`src/rtl/CPU_buffer_bus.sv`:
```
// CPU_buffer_bus: pipeline-buffer payload types and fetch FSM encoding shared by IF and IF2ID.
package CPU_buffer_bus;
  localparam int BUS_XLEN = 32;
  localparam logic [BUS_XLEN-1:0] RESET_PC_DEFAULT = 32'h0000_0000;
  typedef struct packed {
    logic [BUS_XLEN-1:0] pc;
    logic [BUS_XLEN-1:0] pc_plus4;
    logic [BUS_XLEN-1:0] inst;
  } if_id_bus_t;
  typedef struct packed {
    logic       valid;
    if_id_bus_t payload;
  } tracer_bus_t;
  typedef enum logic [1:0] {REQ, WAIT, HOLD} fetch_state_e;
endpackage

```
`src/rtl/if_fetch_unit.sv`:
```
// if_fetch_unit: single-outstanding instruction fetch with stall hold and redirect/drop handling.
module if_fetch_unit
  import CPU_buffer_bus::*;
#(
  parameter int XLEN = 32,
  parameter logic [XLEN-1:0] RESET_PC = RESET_PC_DEFAULT
) (
  input  logic            ACLK,
  input  logic            ARESET,
  output logic            imem_req_valid,
  input  logic            imem_req_ready,
  output logic [XLEN-1:0] imem_req_addr,
  input  logic            imem_resp_valid,
  input  logic [XLEN-1:0] imem_resp_data,
  input  logic            stall_en,
  input  logic            redirect_en,
  input  logic [XLEN-1:0] redirect_pc,
  output if_id_bus_t      if_id_bus_out,
  output logic            fetch_busy
`ifdef TRACE
  ,
  output tracer_bus_t     trace_bus
`endif
);
  fetch_state_e    state, state_d;
  logic [XLEN-1:0] pc, pc_d, hold_inst, hold_d, pc_plus4, target;
  logic            drop, drop_d;
  assign pc_plus4      = pc + XLEN'(4);
  assign target        = {redirect_pc[XLEN-1:2], 2'b00};
  assign imem_req_addr = pc;
  always_comb begin
    state_d        = state;
    pc_d           = pc;
    drop_d         = drop;
    hold_d         = hold_inst;
    imem_req_valid = 1'b0;
    fetch_busy     = 1'b0;
    if_id_bus_out  = '0;
    case (state)
      REQ: begin
        imem_req_valid = 1'b1;
        pc_d           = redirect_en ? target : pc;
        drop_d         = redirect_en && imem_req_ready;
        state_d        = imem_req_ready ? WAIT : REQ;
      end
      WAIT: begin
        fetch_busy = 1'b1;
        if (imem_resp_valid) begin
          drop_d = 1'b0;
          if (redirect_en) begin
            pc_d    = target;
            state_d = REQ;
          end else if (drop) begin
            state_d = REQ;
          end else if (!stall_en) begin
            if_id_bus_out = '{pc: pc, pc_plus4: pc_plus4, inst: imem_resp_data};
            pc_d          = pc_plus4;
            state_d       = REQ;
          end else begin
            hold_d  = imem_resp_data;
            state_d = HOLD;
          end
        end else if (redirect_en) begin
          pc_d   = target;
          drop_d = 1'b1;
        end
      end
      HOLD: begin
        if_id_bus_out = redirect_en ? '0 : '{pc: pc, pc_plus4: pc_plus4, inst: hold_inst};
        pc_d          = redirect_en ? target : (stall_en ? pc : pc_plus4);
        state_d       = (redirect_en || !stall_en) ? REQ : HOLD;
      end
      default: state_d = REQ;
    endcase
  end
  always_ff @(posedge ACLK) begin
    if (ARESET) begin
      state     <= REQ;
      pc        <= RESET_PC;
      drop      <= 1'b0;
      hold_inst <= '0;
    end else begin
      state     <= state_d;
      pc        <= pc_d;
      drop      <= drop_d;
      hold_inst <= hold_d;
    end
  end
`ifdef TRACE
  assign trace_bus = '{valid: if_id_bus_out != '0, payload: if_id_bus_out};
`endif
endmodule

```
`config.mk`:
```
export PLATFORM = sky130hd
export DESIGN_NAME = if_fetch_unit
export DESIGN_NICKNAME = d
export VERILOG_FILES = /design/src/rtl/CPU_buffer_bus.sv /design/src/rtl/if_fetch_unit.sv
export SDC_FILE = /design/constraint.sdc
export NUM_CORES = 1
export LEC_CHECK = 0
export ABC_AREA = 1
export CAP_MARGIN = 20
export CORE_MARGIN = 2
export CORE_UTILIZATION = 41
export CTS_CLUSTER_SIZE = 24
export DETAILED_ROUTE_END_ITERATION = 6
export PLACE_DENSITY = 0.85
export SLEW_MARGIN = 20
export SYNTH_ARGS = -nofsm -noshare
export SYNTH_HDL_FRONTEND = slang
export SYNTH_SLANG_ARGS = --single-unit
```
`constraint.sdc`:
```
create_clock -name ACLK -period 3.19 [get_ports ACLK]
set_clock_uncertainty 0.2 [all_clocks]
set_input_delay 0.957 -clock ACLK [delete_from_list [all_inputs] [get_ports ACLK]]
set_output_delay 0.957 -clock ACLK [all_outputs]
set_load 0.01 [all_outputs]
```
==> results of run 1 <==
## cells in the mapped netlist
cell type and count:
clkbuf_2 1, nand4_1 10, nand3_2 1, nor2_8 1
or2_1 1, nand2_1 224, nand2_4 4, and2_1 1
buf_6 5, or2_2 7, xnor2_1 1, nand3_1 59
nand2_8 1, a31oi_2 1, o221ai_1 1, buf_2 11
nor2_4 6, a31oi_1 1, nor2_1 105, nand2_2 2
o22ai_1 1, nor3_1 7, buf_4 2, dfxtp_1 67
o21bai_1 2, buf_1 2, ha_1 8, o21ai_2 1
o21ai_1 13, nand3b_1 1, nor3_2 1, a22o_1 1
a21oi_2 3, inv_1 66, clkbuf_1 33, o21ai_0 62
o211ai_1 4, a311oi_1 1, dlygate4sd3_1 1, a21oi_1 124
nor2_2 1, xor2_1 13, inv_2 6, o2111ai_1 1
## registers in the layout, summed over array words and instances, names as in the netlist
register / count
hold_inst: 32
imem_req_addr: 32
state: 2
drop: 1
## metrics by stage
stage | worst slack, ns | instance area [µm²]
floorplan | -0.0230 | 5150
global placement | -0.947 | 7750
detailed placement | -0.957 | 7750
CTS | -0.259 | 8250
global route | -0.268 | 8710
finish | -0.190 | 8710
## cell families after synthesis
kind of cell	after synthesis	synth area share (%)
simple gates	432	36.7
compound gates	216	22.2
buf+inv	127	10.6
flops	67	26.2
xor+xnor	14	2.39
fa+ha+maj	8	1.95
## metal layers
metal  GRT usage, %  wire (µm)  vias up
li1               -          -     3367
met1           38.0       8450     3307
met2           51.3      10700      438
met3           5.28       1780       94
met4           16.4       1010        0
met5              0          0        -
## power by group through the flow
stage	clock [mW]	combinational, mW	sequential, mW
CTS	0.991	0.658	0.918
detailed placement	0	0.628	0.936
global placement	0	0.617	0.935
finish	0.992	0.713	0.921
global route	1.04	0.763	0.926
floorplan	0	0.283	0.958
## worst max-delay path: cells and delay by family
kind | cells | cell delay [ns]
and+or+nand+nor | 3 | 0.11
buffers and inverters | 7 | 0.81
AOI/OAI and AO/OA | 1 | 0.34
## layout make-up
type                    count  area [µm²]  area share, %
flip-flops and latches     67        1340           15.4
clock inverters             5        53.8          0.617
multi-input cells         671        3830           44.0
clock buffers              11         233           2.67
repair buffers            313        2770           31.8
well taps                 168         210           2.41
inverters                  72         270           3.10
## how the worst max path moves through the flow
stage	start	depth (start not counted)	slack (ns)	to
after global routing	redirect_en	11	-0.27	if_id_bus_out[42]
final	redirect_en	11	-0.19	if_id_bus_out[42]
after CTS	redirect_en	11	-0.26	if_id_bus_out[42]
after floorplan	redirect_en	7	-0.02	if_id_bus_out[34]
after global placement	redirect_en	8	-0.95	if_id_bus_out[51]
after detailed placement	redirect_en	8	-0.96	if_id_bus_out[51]
## what timing repair did
| action | in CTS | in global routing |
|---|---|---|
| setup endpoints to repair | 96 | 96 |
| gates resized for setup | 472 | 138 |
| pin swaps | 28 | 37 |
| gates cloned | 7 | 0 |
| hold buffers | 0 | 0 |
| setup buffers | 28 | 5 |
==> Implementation_results.wiki, run 1 <==
{| class="wikitable"
! Metric !! Value
|-
| Detailed-route DRC error count || 0
|-
| Dominant cell type by area after synthesis || dfxtp_1
|-
| Peak supply drop || between 0.0002 and 0.00025 V
|-
| Clock network fraction of total power || between 30% and 40%
|-
| Height of the die || roughly 120 µm
|-
| GRT Resource Usage Total || 30.8%
|-
| Placed Instances || roughly 1,300
|-
| Most common cell after layout, fill and taps aside || nand2_1
|-
| Final weighted congestion of routability-driven global placement || 1.02
|-
| Top cell type's share of synthesized area || 26.2%
|-
| Hpwl dp || 14,200 µm
|-
| Number of optimization iterations in the first detailed-route pass || 5
|-
| Ant. Diodes || 0
|-
| Maximum fanout along the worst path || 6
|-
| Standard-cell row count || 40
|-
| Final sum of negative setup slack || -8.07 ns
|-
| Period utilization || 106%
|-
| Final count of hold timing violations || 0
|-
| Register-to-Register Path Depth || 12
|-
| Number of buffers on the longest clock path || 2
|-
| Hold path startpoint || hold_inst[24]
|-
| Overall power of the completed layout || roughly 2.6 mW
|-
| Total congestion overflow || 0
|-
| Violated checks || negative setup slack
|-
| Critical path's most frequent cell || buf_6
|-
| Leakage component of the power || ~3.7 nW
|-
| Slew Limit Headroom || a little under three fifths
|-
| Number of setup violations in the final report || around 90
|-
| Most used cells in the layout excluding fill and tap cells || nand2_1 (193), clkdlybuf4s50_1 (97), a21oi_1 (92)
|-
| Internal Dissipation || 1.80 mW
|-
| Placeable core area || 12,100 µm²
|-
| Switch Pwr || around 0.83 mW
|-
| R2R setup slack || between 0.6 and 0.7 ns
|-
| Maximum achievable frequency || approximately 300 MHz
|-
| Filler cell count in the final layout || a little over 900
|-
| Switching part of the total power || between 30% and 40%
|-
| Worst hold path stage count || 2
|-
| Class of the most critical hold timing path || reg -> reg
|-
| Data required time at the worst endpoint || 2.03 ns
|-
| Cell chosen for the clock root || clkbuf_16
|-
| Drt via density || around 5.5
|-
| Min Clock Period, post-route || about 3.4 ns
|-
| Netlist Area Pre-Place || between 5000 and 6000 µm²
|-
| Post-DRT Antenna Nets || 0
|-
| Final non-filler cell total || about 1,300
|-
| Total wire length after detailed routing || roughly 22,000 µm
|-
| CP Launch Type || input port
|-
| Initial Utilization || around 42%
|-
| Average cell area after synthesis || just under 6 µm²
|-
| Yosys warning count || 0
|-
| Max-slew violations || 0
|-
| Number of global-route vias before repair || 6,820
|-
| Largest net degree at the start of global routing || 50
|-
| Post-CTS clock slew at the launch and capture registers of the worst setup and hold paths || 0.06 ns
|-
| Least-Margin Pin Slew || between 0.6 and 0.7 ns
|-
| Post-layout nets || about 1,200
|-
| Chain of cells forming the critical path || buf_8 > nor2_4 > inv_2 > nor3_4 > buf_6 > o21ai_4 > buf_6 > buf_16 > buf_6 > nor2_2 > buf_2
|-
| Number of antenna violations at the first check in global routing || 0
|-
| Cell variety after synth || 44
|-
| Result of the run || complete, but fails checks
|-
| Cell types with the largest area share after synthesis || dfxtp_1 (26%), nand2_1 (16%), a21oi_1 (12%), nor2_1 (7.7%), o21ai_0 (6.1%)
|-
| Die W || roughly 120 µm
|-
| Final core utilization || a little under three quarters
|-
| Die area || roughly 13,000 µm²
|-
| Fraction of final layout cells with drive strength greater than 1 || around a third
|-
| IO Count || 200
|-
| Iter 0 DRT Violations || between 800 and 900
|-
| Reported max-cap violation count || 0
|-
| Max H-tree Level || 3
|-
| Worst-skew pair later-pin latency || 0.34 ns
|-
| Data arrival time at the worst-slack endpoint || between 2 and 2.5 ns
|-
| Syn_nets || ~940
|-
| Mean routed wirelength per cell || 16.8 µm
|-
| Number of buffers created by CTS || 9
|-
| Crit end category || output pin
|-
| Setup repair after global routing missed its margin || yes
|-
| Final setup slack of the worst path || -0.190 ns
|-
| Worst path max stage delay || ~0.34 ns
|-
| Hold worst-path end || hold_inst[24]
|-
| WS Path Type || in -> out
|-
| Number of instances in the synthesized netlist || around 860
|-
| Final hold slack || around 0.26 ns
|-
| Sink count of the clock tree || 67
|-
| Worst reg2reg endpoint || imem_req_addr[10]
|-
| Standard cell with the maximum stage delay on the critical path || o21ai_4
|-
| Critical register-to-register path startpoint || state[1]
|-
| Register share of total power || a little over a third
|-
| Part of the power in combinational logic || a little over a quarter
|-
| Total of buffers placed on input and output ports || roughly 200
|-
| TritonCTS clock tree || done
|-
| Via count || about 7,200
|-
| Power per standard cell area || around 300 nW/µm²
|-
| Register bit total from synthesis || between 60 and 70
|-
| Area Growth Syn to Fin || 70.0%
|-
| Fraction of the yosys area taken by sequential cells || around a quarter
|-
| Global-route wire length before repair || 33,000 µm
|}
Power figures use the tool's default switching activity.
==> inputs of run 2 (changes only) <==
PLACE_DENSITY = 0.82   (was 0.85)
==> Implementation_results.wiki, run 2 (same netlist as run 1, synthesis figures left out) <==
{| class="wikitable"
! Metric !! Value
|-
| Result of the run || complete, but fails checks
|-
| Violated checks || negative setup slack
|-
| Placeable core area || 12,100 µm² (unchanged)
|-
| Placed Instances || 1,261 (+0.24%)
|-
| Peak supply drop || 0.000229 V (-1.4%)
|-
| CP Launch Type || input port
|-
| Drt via density || 5.59 (+1.4%)
|-
| Data required time at the worst endpoint || 2.03 ns (about the same)
|-
| Max-slew violations || 0 (unchanged)
|-
| Most common cell after layout, fill and taps aside || nand2_1
|-
| Cell chosen for the clock root || clkbuf_16
|-
| IO Count || 200 (unchanged)
|-
| Number of global-route vias before repair || 6,374 (-6.5%)
|-
| Sequential cell area || 1350 µm² (+0.19%)
|-
| Final count of hold timing violations || 0 (unchanged)
|-
| Via count || 7,232 (+0.36%)
|-
| Final non-filler cell total || 1,293 (-1.1%)
|-
| Slew Limit Headroom || 50.4% (-5.5 points)
|-
| TritonCTS clock tree || done
|-
| Iter 0 DRT Violations || 812 (-8.9%)
|-
| Sink count of the clock tree || 67 (unchanged)
|-
| Number of buffers created by CTS || 9 (unchanged)
|-
| Power per standard cell area || 318 nW/µm² (+5.5%)
|-
| Crit end category || output pin
|-
| Hpwl dp || 14,100 µm (-0.53%)
|-
| Standard cell with the maximum stage delay on the critical path || nor3_4
|-
| CTS hold repair buffers || 0 (unchanged)
|-
| Class of the most critical hold timing path || reg -> reg
|-
| Area Growth Syn to Fin || 73.5%
|-
| Final weighted congestion of routability-driven global placement || 0.960 (-5.7%)
|-
| Least-Margin Pin Slew || 0.743 ns (+0.0825 ns)
|-
| WS Path Type || in -> out
|-
| Die W || 116 µm (unchanged)
|-
| GRT Resource Usage Total || 29.7% (-1.1 points)
|-
| Final setup slack of the worst path || -0.144 ns (+0.0462 ns)
|-
| Number of optimization iterations in the first detailed-route pass || 6 (+1)
|-
| Maximum fanout along the worst path || 4 (-2)
|-
| Maximum achievable frequency || 300 MHz (+1.4%)
|-
| Reported max-cap violation count || 0 (unchanged)
|-
| Total of buffers placed on input and output ports || 197 (unchanged)
|-
| Multi-input combinational cell area || 3890 µm² (+1.5%)
|-
| Number of antenna violations at the first check in global routing || 0 (unchanged)
|-
| Total wire length after detailed routing || 21,900 µm (-0.14%)
|-
| Chain of cells forming the critical path || clkbuf_2 > nand2_4 > nor3_4 > buf_6 > buf_12 > buf_4 > nand2_2 > a21oi_2 > buf_2
|-
| Die area || 13,400 µm² (unchanged)
|-
| Detailed-route DRC error count || 0 (unchanged)
|-
| Fraction of final layout cells with drive strength greater than 1 || 32.4% (-0.83 points)
|-
| Number of buffers on the longest clock path || 2 (unchanged)
|-
| Most used cells in the layout excluding fill and tap cells || nand2_1 (204), a21oi_1 (98), clkdlybuf4s50_1 (97)
|-
| Setup repair after global routing missed its margin || yes
|-
| Global-route wire length before repair || 31,500 µm (-4.6%)
|-
| Height of the die || 116 µm (unchanged)
|-
| Worst path max stage delay || 0.25 ns (-0.09 ns)
|-
| Max H-tree Level || 3 (unchanged)
|-
| Mean routed wirelength per cell || 16.9 µm (+0.94%)
|-
| Data arrival time at the worst-slack endpoint || 2.18 ns (-0.04 ns)
|-
| Period utilization || 105% (-1.4 points)
|-
| Initial Utilization || 42.3% (unchanged)
|-
| Post-layout nets || 1,198 (-1.2%)
|-
| Largest net degree at the start of global routing || 50 (unchanged)
|-
| Overall power of the completed layout || 2.83 mW (+7.7%)
|-
| Post-DRT Antenna Nets || 0 (unchanged)
|-
| Number of setup violations in the final report || 73 (-18%)
|-
| Total congestion overflow || 0 (unchanged)
|-
| Standard-cell row count || 40 (unchanged)
|-
| Worst-skew pair later-pin latency || 0.34 ns (about the same)
|-
| Min Clock Period, post-route || 3.33 ns (-0.0462 ns)
|-
| Leakage component of the power || 3.60 nW (-2.5%)
|-
| Filler cell count in the final layout || 895 (-2.5%)
|-
| Post-CTS clock slew at the launch and capture registers of the worst setup and hold paths || 0.06 ns (about the same)
|-
| Ant. Diodes || 0 (unchanged)
|}
## run 2: cell count changes in the layout (fill, tap and decap cells not counted), moves of 9 or more
cell / previous run / this run
buf_2: 77 / 49
buf_6: 40 / 55
nand2_1: 193 / 204
nand2_4: 27 / 18
nor2_1: 59 / 49
nor2_2: 20 / 8
nor2_4: 33 / 55
## run 2: per-stage QoR
| stage | util, % | TNS, ns | hold slack [ns] | area [µm²] | worst slack (ns) |
|---|---|---|---|---|---|
| after floorplan | - | -0.701 | 0.240 | 5150 | -0.0230 |
| after global placement | 64.5 | -74.65 | 0.248 | 7810 | -0.913 |
| after detailed placement | 64.5 | -76.96 | 0.252 | 7810 | -0.924 |
| after CTS | 67.2 | -8.25 | 0.262 | 8140 | -0.232 |
| after global routing | 73.5 | -9.58 | 0.280 | 8900 | -0.188 |
| final | 73.5 | -3.54 | 0.259 | 8900 | -0.144 |
## run 2: timing repair
action | CTS | global route
resized for setup | 463 | 171
cloned | 3 | 1
setup endpoints to repair | 96 | 96
buffers inserted | 9 | 6
pin swaps | 8 | 40
## run 2: final timing paths
path,depth (start not counted),startpoint,slack (ns),end
setup / recovery,9,imem_resp_valid,-0.14,if_id_bus_out[15]
hold / removal,2,hold_inst[7],0.26,hold_inst[7]
setup reg to reg,10,state[1],0.84,imem_req_addr[17]
hold reg to reg,2,hold_inst[7],0.26,hold_inst[7]
## run 2: power by group
part / internal (mW) / switching (mW)
Clock: 0.769 / 0.423
Sequential: 0.878 / 0.0439
Combinational: 0.316 / 0.399
## run 2: area by class of cell
cell class	instances	share of cell area [%]
clock buffers	9	2.53
inverters	72	3.04
well taps	168	2.36
clock inverters	7	1.39
multi-input cells	670	43.7
flip-flops and latches	67	15.1
repair buffers	300	31.8
## run 2: routing by layer
metal  global-route usage, %  part of all wire, %
met1                    37.9                   39
met2                    47.8                   47
met3                    5.23                  9.0
met4                    16.0                  5.3
met5                       0                    0
## run 2: worst max-delay path: cells and delay by family
family,cells,cell delay [ns]
buffers and inverters,5,0.69
AO/OA/AOI/OAI,1,0.16
AND/OR/NAND/NOR,3,0.36
